File: config.mk
export PLATFORM = sky130hd
export DESIGN_NAME = fetch_sequencer_flat
export DESIGN_NICKNAME = d
export VERILOG_FILES = /design/src/rtl/fetch_sequencer_pkg.sv /design/src/rtl/fetch_sequencer_if.sv /design/src/rtl/fetch_sequencer.sv /design/src/flat_wrapper.sv
export SDC_FILE = /design/constraint.sdc
export NUM_CORES = 1
export LEC_CHECK = 0
export CORE_ASPECT_RATIO = 0.5
export CORE_MARGIN = 5
export CORE_UTILIZATION = 42
export DETAILED_ROUTE_END_ITERATION = 16
export PLACE_DENSITY = 0.86
export SYNTH_ARGS = -nofsm -noshare
export SYNTH_HDL_FRONTEND = slang
export SYNTH_SLANG_ARGS = --single-unit
File: constraint.sdc
create_clock -name Clock -period 2.95 [get_ports Clock]
set_clock_uncertainty 0.2 [all_clocks]
set_input_delay 0.4425 -clock Clock [delete_from_list [all_inputs] [get_ports Clock]]
set_output_delay 0.4425 -clock Clock [all_outputs]
set_load 0.05 [all_outputs]
File: src/rtl/fetch_sequencer_pkg.sv
// Shared widths, state encoding and alignment helpers for the fetch sequencer.
// Every fetch address is a multiple of PC_STEP, so its low bits must be zero.
package core_pkg;

  localparam int XLEN    = 32;
  localparam int INSTR_W = 32;
  localparam logic [XLEN-1:0] PC_STEP = 32'd4;

  typedef enum logic [2:0] {
    BOOT  = 3'd0,
    FETCH = 3'd1,
    VALID = 3'd2,
    FLUSH = 3'd3,
    FAULT = 3'd4
  } fetch_state_t;

  function automatic logic is_misaligned(input logic [XLEN-1:0] addr);
    return (addr & (PC_STEP - 1'b1)) != '0;
  endfunction

  function automatic logic [XLEN-1:0] force_align(input logic [XLEN-1:0] addr);
    return addr & ~(PC_STEP - 1'b1);
  endfunction

endpackage

File: src/rtl/fetch_sequencer_if.sv
// Bundle of PC-register controls, imem fetch port, decode handshake and redirect inputs.
// The master side is the sequencer; the slave side is the PC register, imem and decode.
interface fetch_sequencer_if;
  import core_pkg::*;

  logic [XLEN-1:0]    PC;
  logic               A;
  logic               H;
  logic [XLEN-1:0]    PCin;
  logic               imem_req;
  logic [XLEN-1:0]    imem_addr;
  logic               imem_ack;
  logic [INSTR_W-1:0] imem_rdata;
  logic               instr_valid;
  logic               instr_ready;
  logic [INSTR_W-1:0] instr;
  logic [XLEN-1:0]    instr_pc;
  logic               redirect_valid;
  logic               redirect_abs;
  logic [XLEN-1:0]    redirect_target;
  logic               fetch_fault;

  modport master (
    input  PC, imem_ack, imem_rdata, instr_ready,
           redirect_valid, redirect_abs, redirect_target,
    output A, H, PCin, imem_req, imem_addr,
           instr_valid, instr, instr_pc, fetch_fault
  );

  modport slave (
    output PC, imem_ack, imem_rdata, instr_ready,
           redirect_valid, redirect_abs, redirect_target,
    input  A, H, PCin, imem_req, imem_addr,
           instr_valid, instr, instr_pc, fetch_fault
  );

endinterface

File: src/rtl/fetch_sequencer.sv
// Sequences boot, instruction fetch, decode backpressure and redirects by steering the
// external PC register through A/H/PCin; the PC is explicitly held whenever it must not move.
module fetch_sequencer
  import core_pkg::*;
#(
  parameter logic [XLEN-1:0] BOOT_ADDR   = 32'h0000_0000,
  parameter bit              ALIGN_CHECK = 1'b1
) (
  input logic               Clock,
  input logic               nReset,
  fetch_sequencer_if.master bus
);

  fetch_state_t       state_q, state_d;
  logic [XLEN-1:0]    addr_q, addr_d;
  logic [INSTR_W-1:0] instr_q;
  logic [XLEN-1:0]    instr_pc_q;
  logic               fault_q, fault_d;
  logic               load_buf;
  logic               redir_bad;
  logic               redir_ok;
  logic [XLEN-1:0]    redir_val;

  // A misaligned target is refused when checking is on; otherwise it is quietly word-aligned.
  assign redir_bad = ALIGN_CHECK && bus.redirect_valid && (state_q != FAULT)
                     && is_misaligned(bus.redirect_target);
  assign redir_ok  = bus.redirect_valid && !redir_bad && (state_q != FAULT);
  assign redir_val = ALIGN_CHECK ? bus.redirect_target : force_align(bus.redirect_target);

  always_comb begin
    state_d  = state_q;
    addr_d   = addr_q;
    fault_d  = fault_q | redir_bad;
    load_buf = 1'b0;
    case (state_q)
      BOOT: state_d = redir_bad ? FAULT : FETCH;
      FETCH: begin
        if (redir_bad || redir_ok) begin
          // An unacknowledged request must still run to completion at its original address.
          if (bus.imem_ack) begin
            state_d = redir_bad ? FAULT : FETCH;
          end else begin
            addr_d  = bus.PC;
            state_d = FLUSH;
          end
        end else if (bus.imem_ack) begin
          load_buf = 1'b1;
          state_d  = VALID;
        end
      end
      VALID: begin
        if (redir_bad) begin
          state_d = FAULT;
        end else if (redir_ok || bus.instr_ready) begin
          state_d = FETCH;
        end
      end
      FLUSH: begin
        if (bus.imem_ack) begin
          state_d = fault_d ? FAULT : FETCH;
        end
      end
      FAULT:   state_d = FAULT;
      default: state_d = BOOT;
    endcase
  end

  always_ff @(posedge Clock or negedge nReset) begin
    if (!nReset) begin
      state_q <= BOOT;
      fault_q <= 1'b0;
    end else begin
      state_q <= state_d;
      fault_q <= fault_d;
    end
  end

  always_ff @(posedge Clock or negedge nReset) begin
    if (!nReset) begin
      addr_q     <= '0;
      instr_q    <= '0;
      instr_pc_q <= '0;
    end else begin
      addr_q <= addr_d;
      if (load_buf) begin
        instr_q    <= bus.imem_rdata;
        instr_pc_q <= bus.PC;
      end
    end
  end

  // The PC register loads every cycle, so "no change" means H=1 with PCin=PC.
  always_comb begin
    bus.A    = 1'b0;
    bus.H    = 1'b1;
    bus.PCin = bus.PC;
    if (state_q == BOOT) begin
      bus.PCin = BOOT_ADDR;
    end
    if (load_buf) begin
      bus.A = 1'b1;
      bus.H = 1'b0;
    end
    if (redir_ok) begin
      bus.A    = 1'b0;
      bus.H    = bus.redirect_abs;
      bus.PCin = redir_val;
    end
  end

  assign bus.imem_req    = (state_q == FETCH) || (state_q == FLUSH);
  assign bus.imem_addr   = (state_q == FETCH) ? bus.PC :
                           (state_q == FLUSH) ? addr_q : '0;
  assign bus.instr_valid = (state_q == VALID);
  assign bus.instr       = instr_q;
  assign bus.instr_pc    = instr_pc_q;
  assign bus.fetch_fault = fault_q;

endmodule

File: src/flat_wrapper.sv
// flat-port wrapper written by rule: the top's interface ports become plain ports
module fetch_sequencer_flat import core_pkg::*;
#(
  parameter logic [XLEN-1:0] BOOT_ADDR   = 32'h0000_0000,
  parameter bit              ALIGN_CHECK = 1'b1
)
  (Clock, nReset, bus_PC, bus_imem_ack, bus_imem_rdata, bus_instr_ready, bus_redirect_valid, bus_redirect_abs, bus_redirect_target, bus_A, bus_H, bus_PCin, bus_imem_req, bus_imem_addr, bus_instr_valid, bus_instr, bus_instr_pc, bus_fetch_fault);
  fetch_sequencer_if bus_i ();
  input logic Clock;
  input logic nReset;
  input wire logic [$bits(bus_i.PC)-1:0] bus_PC;
  input wire logic [$bits(bus_i.imem_ack)-1:0] bus_imem_ack;
  input wire logic [$bits(bus_i.imem_rdata)-1:0] bus_imem_rdata;
  input wire logic [$bits(bus_i.instr_ready)-1:0] bus_instr_ready;
  input wire logic [$bits(bus_i.redirect_valid)-1:0] bus_redirect_valid;
  input wire logic [$bits(bus_i.redirect_abs)-1:0] bus_redirect_abs;
  input wire logic [$bits(bus_i.redirect_target)-1:0] bus_redirect_target;
  output wire logic [$bits(bus_i.A)-1:0] bus_A;
  output wire logic [$bits(bus_i.H)-1:0] bus_H;
  output wire logic [$bits(bus_i.PCin)-1:0] bus_PCin;
  output wire logic [$bits(bus_i.imem_req)-1:0] bus_imem_req;
  output wire logic [$bits(bus_i.imem_addr)-1:0] bus_imem_addr;
  output wire logic [$bits(bus_i.instr_valid)-1:0] bus_instr_valid;
  output wire logic [$bits(bus_i.instr)-1:0] bus_instr;
  output wire logic [$bits(bus_i.instr_pc)-1:0] bus_instr_pc;
  output wire logic [$bits(bus_i.fetch_fault)-1:0] bus_fetch_fault;
  assign bus_i.PC = bus_PC;
  assign bus_i.imem_ack = bus_imem_ack;
  assign bus_i.imem_rdata = bus_imem_rdata;
  assign bus_i.instr_ready = bus_instr_ready;
  assign bus_i.redirect_valid = bus_redirect_valid;
  assign bus_i.redirect_abs = bus_redirect_abs;
  assign bus_i.redirect_target = bus_redirect_target;
  assign bus_A = bus_i.A;
  assign bus_H = bus_i.H;
  assign bus_PCin = bus_i.PCin;
  assign bus_imem_req = bus_i.imem_req;
  assign bus_imem_addr = bus_i.imem_addr;
  assign bus_instr_valid = bus_i.instr_valid;
  assign bus_instr = bus_i.instr;
  assign bus_instr_pc = bus_i.instr_pc;
  assign bus_fetch_fault = bus_i.fetch_fault;
  fetch_sequencer #(.BOOT_ADDR(BOOT_ADDR), .ALIGN_CHECK(ALIGN_CHECK)) u_core (.Clock(Clock), .nReset(nReset), .bus(bus_i));
endmodule
==> flow_metrics.tcl <==
set metrics [dict create \
    worstSkewPairLatency_ps 330 \
    worst_setup_path_start_kind "input port" \
    post_synth_inst_count 381 \
    globalRouteTotalUtil_pct 19.7 \
    timing.final.crit_share_pct 95.7 \
    slew-limit-headroom_pct 63.5 \
    dieWidth_microns 164 \
    peak_supply_drop_mv 0.595 \
    hold_path.class "reg -> reg" \
    final_antenna_net_count 0 \
    postSynth.asyncResetShare_pct 100 \
    synthesis.area_sq_mm 0.00501 \
    worst_slack_ps 127 \
    path_clk_slew_ps 70 \
    globalRouteMet3Util_pct 4.40 \
    max_cap_viol_count 0 \
    min_delay_worst_endpoint "u_core.addr_q[29]" \
    clock_power_share_pct 12.6 \
    synth.lib_cells_used.distinct 30 \
    finalSetupViolCount 0 \
    timing.hold.worst.start "u_core.addr_q[29]" \
    dp.final_hpwl_microns 11000 \
    antenna_found_initial 0 \
    first_global_vias 4100 \
    detail_route.drc_violations 0 \
    total_of_buffers_placed_on_input_and_output_ports 234 \
    yosysSeqAreaShare_pct 50.0 \
    ctsRootBufferMaster "sky130_fd_sc_hd__clkbuf_16" \
    routedWlPerCell_microns 18.1 \
    static-leakage-power_nw 3.54 \
    placed_cell_area_sq_mm 0.00788 \
    grt_start_max_net_pins 41 \
    worstMarginPinSlew_ps 545 \
    ys.warnings.count 0 \
    timing.final.hold_violations 0 \
    gr-usage-met2_pct 37.4 \
    core.rowCount 28 \
    status "finished, final reports clean" \
    busiest_layer "met2" \
    hold_depth 1 \
    ios 235 \
    rrSetupSlack_ps 540 \
    power_frac_comb_pct 64.4 \
    synth_top_area_share_pct 50.0 \
    design_area_final_sq_mm 0.00823 \
    crit-reg2reg-capture "u_core.bus.instr[14]" \
    routed_wirelength_microns 14300 \
    critPathKind "in -> out" \
    cellPowerDensity_mw_per_mm2 1260 \
    avgSynthCellArea_sq_um 13.1 \
    globalplace.congestion 0.795 \
    most_used_flip_flop_cell_after_synthesis "sky130_fd_sc_hd__dfrtp_1" \
    tritoncts "done" \
    grt-ovfl-total 0 \
    cts_num_sinks 100 \
    vias_per_cell 4.89 \
    core_sq_mm 0.0117 \
    preCtsSetupSlack_ps -1.72 \
    post-route-min-period_ps 2820 \
    start_util_pct 42.7 \
    total_power_mw 10.4 \
    synth_fp_nets 483 \
    n_antenna_cell 0 \
    tritoncts.num_buffers 9 \
    power.share.sequential_pct 23.1 \
    p_switching_mw 4.87 \
    synth_enable_flop_cells 0 \
    fin_nets 721 \
    power.switching_fraction_pct 46.9 \
    wire_length_of_the_first_global_routing_pass_microns 22200 \
    achievable-frequency_mhz 354 \
    timing.critical_path.fanout_max 27 \
    post-synth-top-area-cell "sky130_fd_sc_hd__dfrtp_1" \
    netlist_top_cells_area "sky130_fd_sc_hd__dfrtp_1 (50%), sky130_fd_sc_hd__mux2_2 (22%), sky130_fd_sc_hd__mux2_4 (8.1%), sky130_fd_sc_hd__mux2i_1 (6.4%), sky130_fd_sc_hd__nor2b_1 (4.0%)" \
    fin_util_pct 70.1 \
    fp.dieH_microns 87.2 \
    die_area_sq_mm 0.0143 \
    htree_levels 3 \
    grtUsageMet1_pct 22.4 \
    worst_r2r_path_depth 6 \
    rsz0062_at_grt "no" \
    routed-via-count 3856 \
    synthToLayoutAreaGrowth_pct 64.4 \
    worstReg2RegStart "u_core.state_q[1]" \
    detailedRoute.firstIterationViolations 139 \
    timing.critical_path.to_type "primary output" \
    finalMaxSlewViolations 0 \
    internal_power_mw 5.51 \
    arrival_ps 2180 \
    dr.pass1.iters 4 \
    clock_path_buffers 2 \
    drive_gt1_share_pct 37.7 \
    synth_seq_cells 100 \
    critical_path_required_ps 2310 \
]
## registers in the layout (all words and copies together), names as in the netlist
signal and flops:
u_core.addr_q 32, u_core.bus.fetch_fault 1, u_core.bus.instr 32, u_core.bus.instr_pc 32, u_core.state_q 3
## cells by family (layout without fill, tap and decap cells)
logic type	after synthesis	in the layout	synth area share (%)
DFF	100	100	50.0
and+or+nand+nor	81	81	8.57
buffers and inverters	29	272	2.87
AOI/OAI and AO/OA	13	13	1.80
muxes	158	158	36.8
## critical path, cell delays in order
cell	delay, ps
sky130_fd_sc_hd__clkdlybuf4s50_1	440
sky130_fd_sc_hd__or4b_4	580
sky130_fd_sc_hd__buf_12	210
sky130_fd_sc_hd__mux2_4	310
sky130_fd_sc_hd__buf_4	190
## metrics by stage
stage,setup TNS [ps],hold WS [ps],instances
2_1_floorplan,0,-53.1,381
4_1_cts,0,310,789
5_1_grt,0,324,789
3_5_place_dp,-1.72,255,772
6_report,0,307,789
3_3_place_gp,0,251,772
## power groups by stage
| stage | Sequential, mW | Combinational [mW] | Clock, mW |
|---|---|---|---|
| after global routing | 2.49 | 6.94 | 1.39 |
| after floorplan | 3.93 | 2.70 | 0 |
| final | 2.39 | 6.68 | 1.31 |
| after global placement | 2.36 | 6.63 | 0 |
| after detailed placement | 2.42 | 6.72 | 0 |
| after CTS | 2.40 | 6.75 | 1.33 |
## worst max-delay path by stage
stage | startpoint | endpoint | slack [ps] | cells after the start
floorplan | u_core.state_q[1] | bus_instr_valid | 20 | 4
global placement | bus_redirect_target[1] | bus_PCin[6] | 20 | 5
detailed placement | bus_redirect_target[1] | bus_PCin[6] | -2 | 5
CTS | u_core.state_q[1] | bus_H | 40 | 6
global route | bus_redirect_target[1] | bus_PCin[6] | 80 | 5
finish | bus_redirect_target[1] | bus_PCin[8] | 130 | 5
## cell type report
| class | instances | area [sq um] |
|---|---|---|
| fill | 802 | 3510 |
| tap | 165 | 206 |
| multi-input combinational | 252 | 2370 |
| inverter | 3 | 11.3 |
| sequential | 100 | 2500 |
| timing repair buffer | 253 | 2810 |
| clock inverter | 6 | 93.8 |
| clock buffer | 10 | 239 |
## metal layers
metal	routed length, microns	vias to the layer above
met1	5440	1945
met5	0	-
met3	512	21
met4	258	0
li1	-	1813
met2	8080	77
## timing repair
item / in CTS / in global routing
hold endpoints to repair: 37 / 0
hold buffers: 1 / 0
cloned: 0 / 0
setup endpoints to repair: 12 / 1
resized for setup: 1 / 1
buffers inserted: 0 / 0
## cells in the mapped netlist (2+ instances only)
| cell | instances |
|---|---|
| sky130_fd_sc_hd__a211oi_1 | 2 |
| sky130_fd_sc_hd__a21oi_1 | 2 |
| sky130_fd_sc_hd__and3b_1 | 2 |
| sky130_fd_sc_hd__buf_1 | 4 |
| sky130_fd_sc_hd__buf_2 | 10 |
| sky130_fd_sc_hd__buf_6 | 3 |
| sky130_fd_sc_hd__clkbuf_1 | 9 |
| sky130_fd_sc_hd__dfrtp_1 | 100 |
| sky130_fd_sc_hd__inv_1 | 3 |
| sky130_fd_sc_hd__mux2_2 | 99 |
| sky130_fd_sc_hd__mux2_4 | 27 |
| sky130_fd_sc_hd__mux2i_1 | 32 |
| sky130_fd_sc_hd__nand3_1 | 2 |
| sky130_fd_sc_hd__nor2_1 | 36 |
| sky130_fd_sc_hd__nor2b_1 | 32 |
| sky130_fd_sc_hd__nor3b_1 | 2 |
| sky130_fd_sc_hd__o21ai_0 | 2 |
| sky130_fd_sc_hd__o21bai_1 | 2 |
## placed cells by master, fill, tap and decap left out
cell                                n
sky130_fd_sc_hd__o21a_1             1
sky130_fd_sc_hd__a21oi_1            2
sky130_fd_sc_hd__clkbuf_8           1
sky130_fd_sc_hd__o21ba_2            1
sky130_fd_sc_hd__clkdlybuf4s50_1  165
sky130_fd_sc_hd__dfrtp_2            1
sky130_fd_sc_hd__bufinv_16          2
sky130_fd_sc_hd__nand3b_1           1
sky130_fd_sc_hd__nand2_1            1
sky130_fd_sc_hd__dfrtp_1           99
sky130_fd_sc_hd__mux2i_1           32
sky130_fd_sc_hd__and4b_2            1
sky130_fd_sc_hd__clkbuf_16          9
sky130_fd_sc_hd__mux2_2            99
sky130_fd_sc_hd__nor3_2             1
sky130_fd_sc_hd__mux2_4            27
sky130_fd_sc_hd__o2bb2ai_1          1
sky130_fd_sc_hd__or3b_2             1
sky130_fd_sc_hd__and3b_1            2
sky130_fd_sc_hd__clkinvlp_4         1
sky130_fd_sc_hd__buf_6              1
sky130_fd_sc_hd__dlygate4sd3_1      1
sky130_fd_sc_hd__o31ai_1            1
sky130_fd_sc_hd__or4b_4             1
sky130_fd_sc_hd__inv_1              3
sky130_fd_sc_hd__o21bai_1           2
sky130_fd_sc_hd__nand2b_1           1
sky130_fd_sc_hd__buf_12            39
sky130_fd_sc_hd__nor2_1            36
sky130_fd_sc_hd__inv_6              3
sky130_fd_sc_hd__nor3b_1            2
sky130_fd_sc_hd__a31oi_1            1
sky130_fd_sc_hd__a211oi_1           2
sky130_fd_sc_hd__o21ai_0            2
sky130_fd_sc_hd__buf_4             47
sky130_fd_sc_hd__nand3_1            2
sky130_fd_sc_hd__nor2b_1           32
No activity file was read; power rests on OpenSTA's default activity.
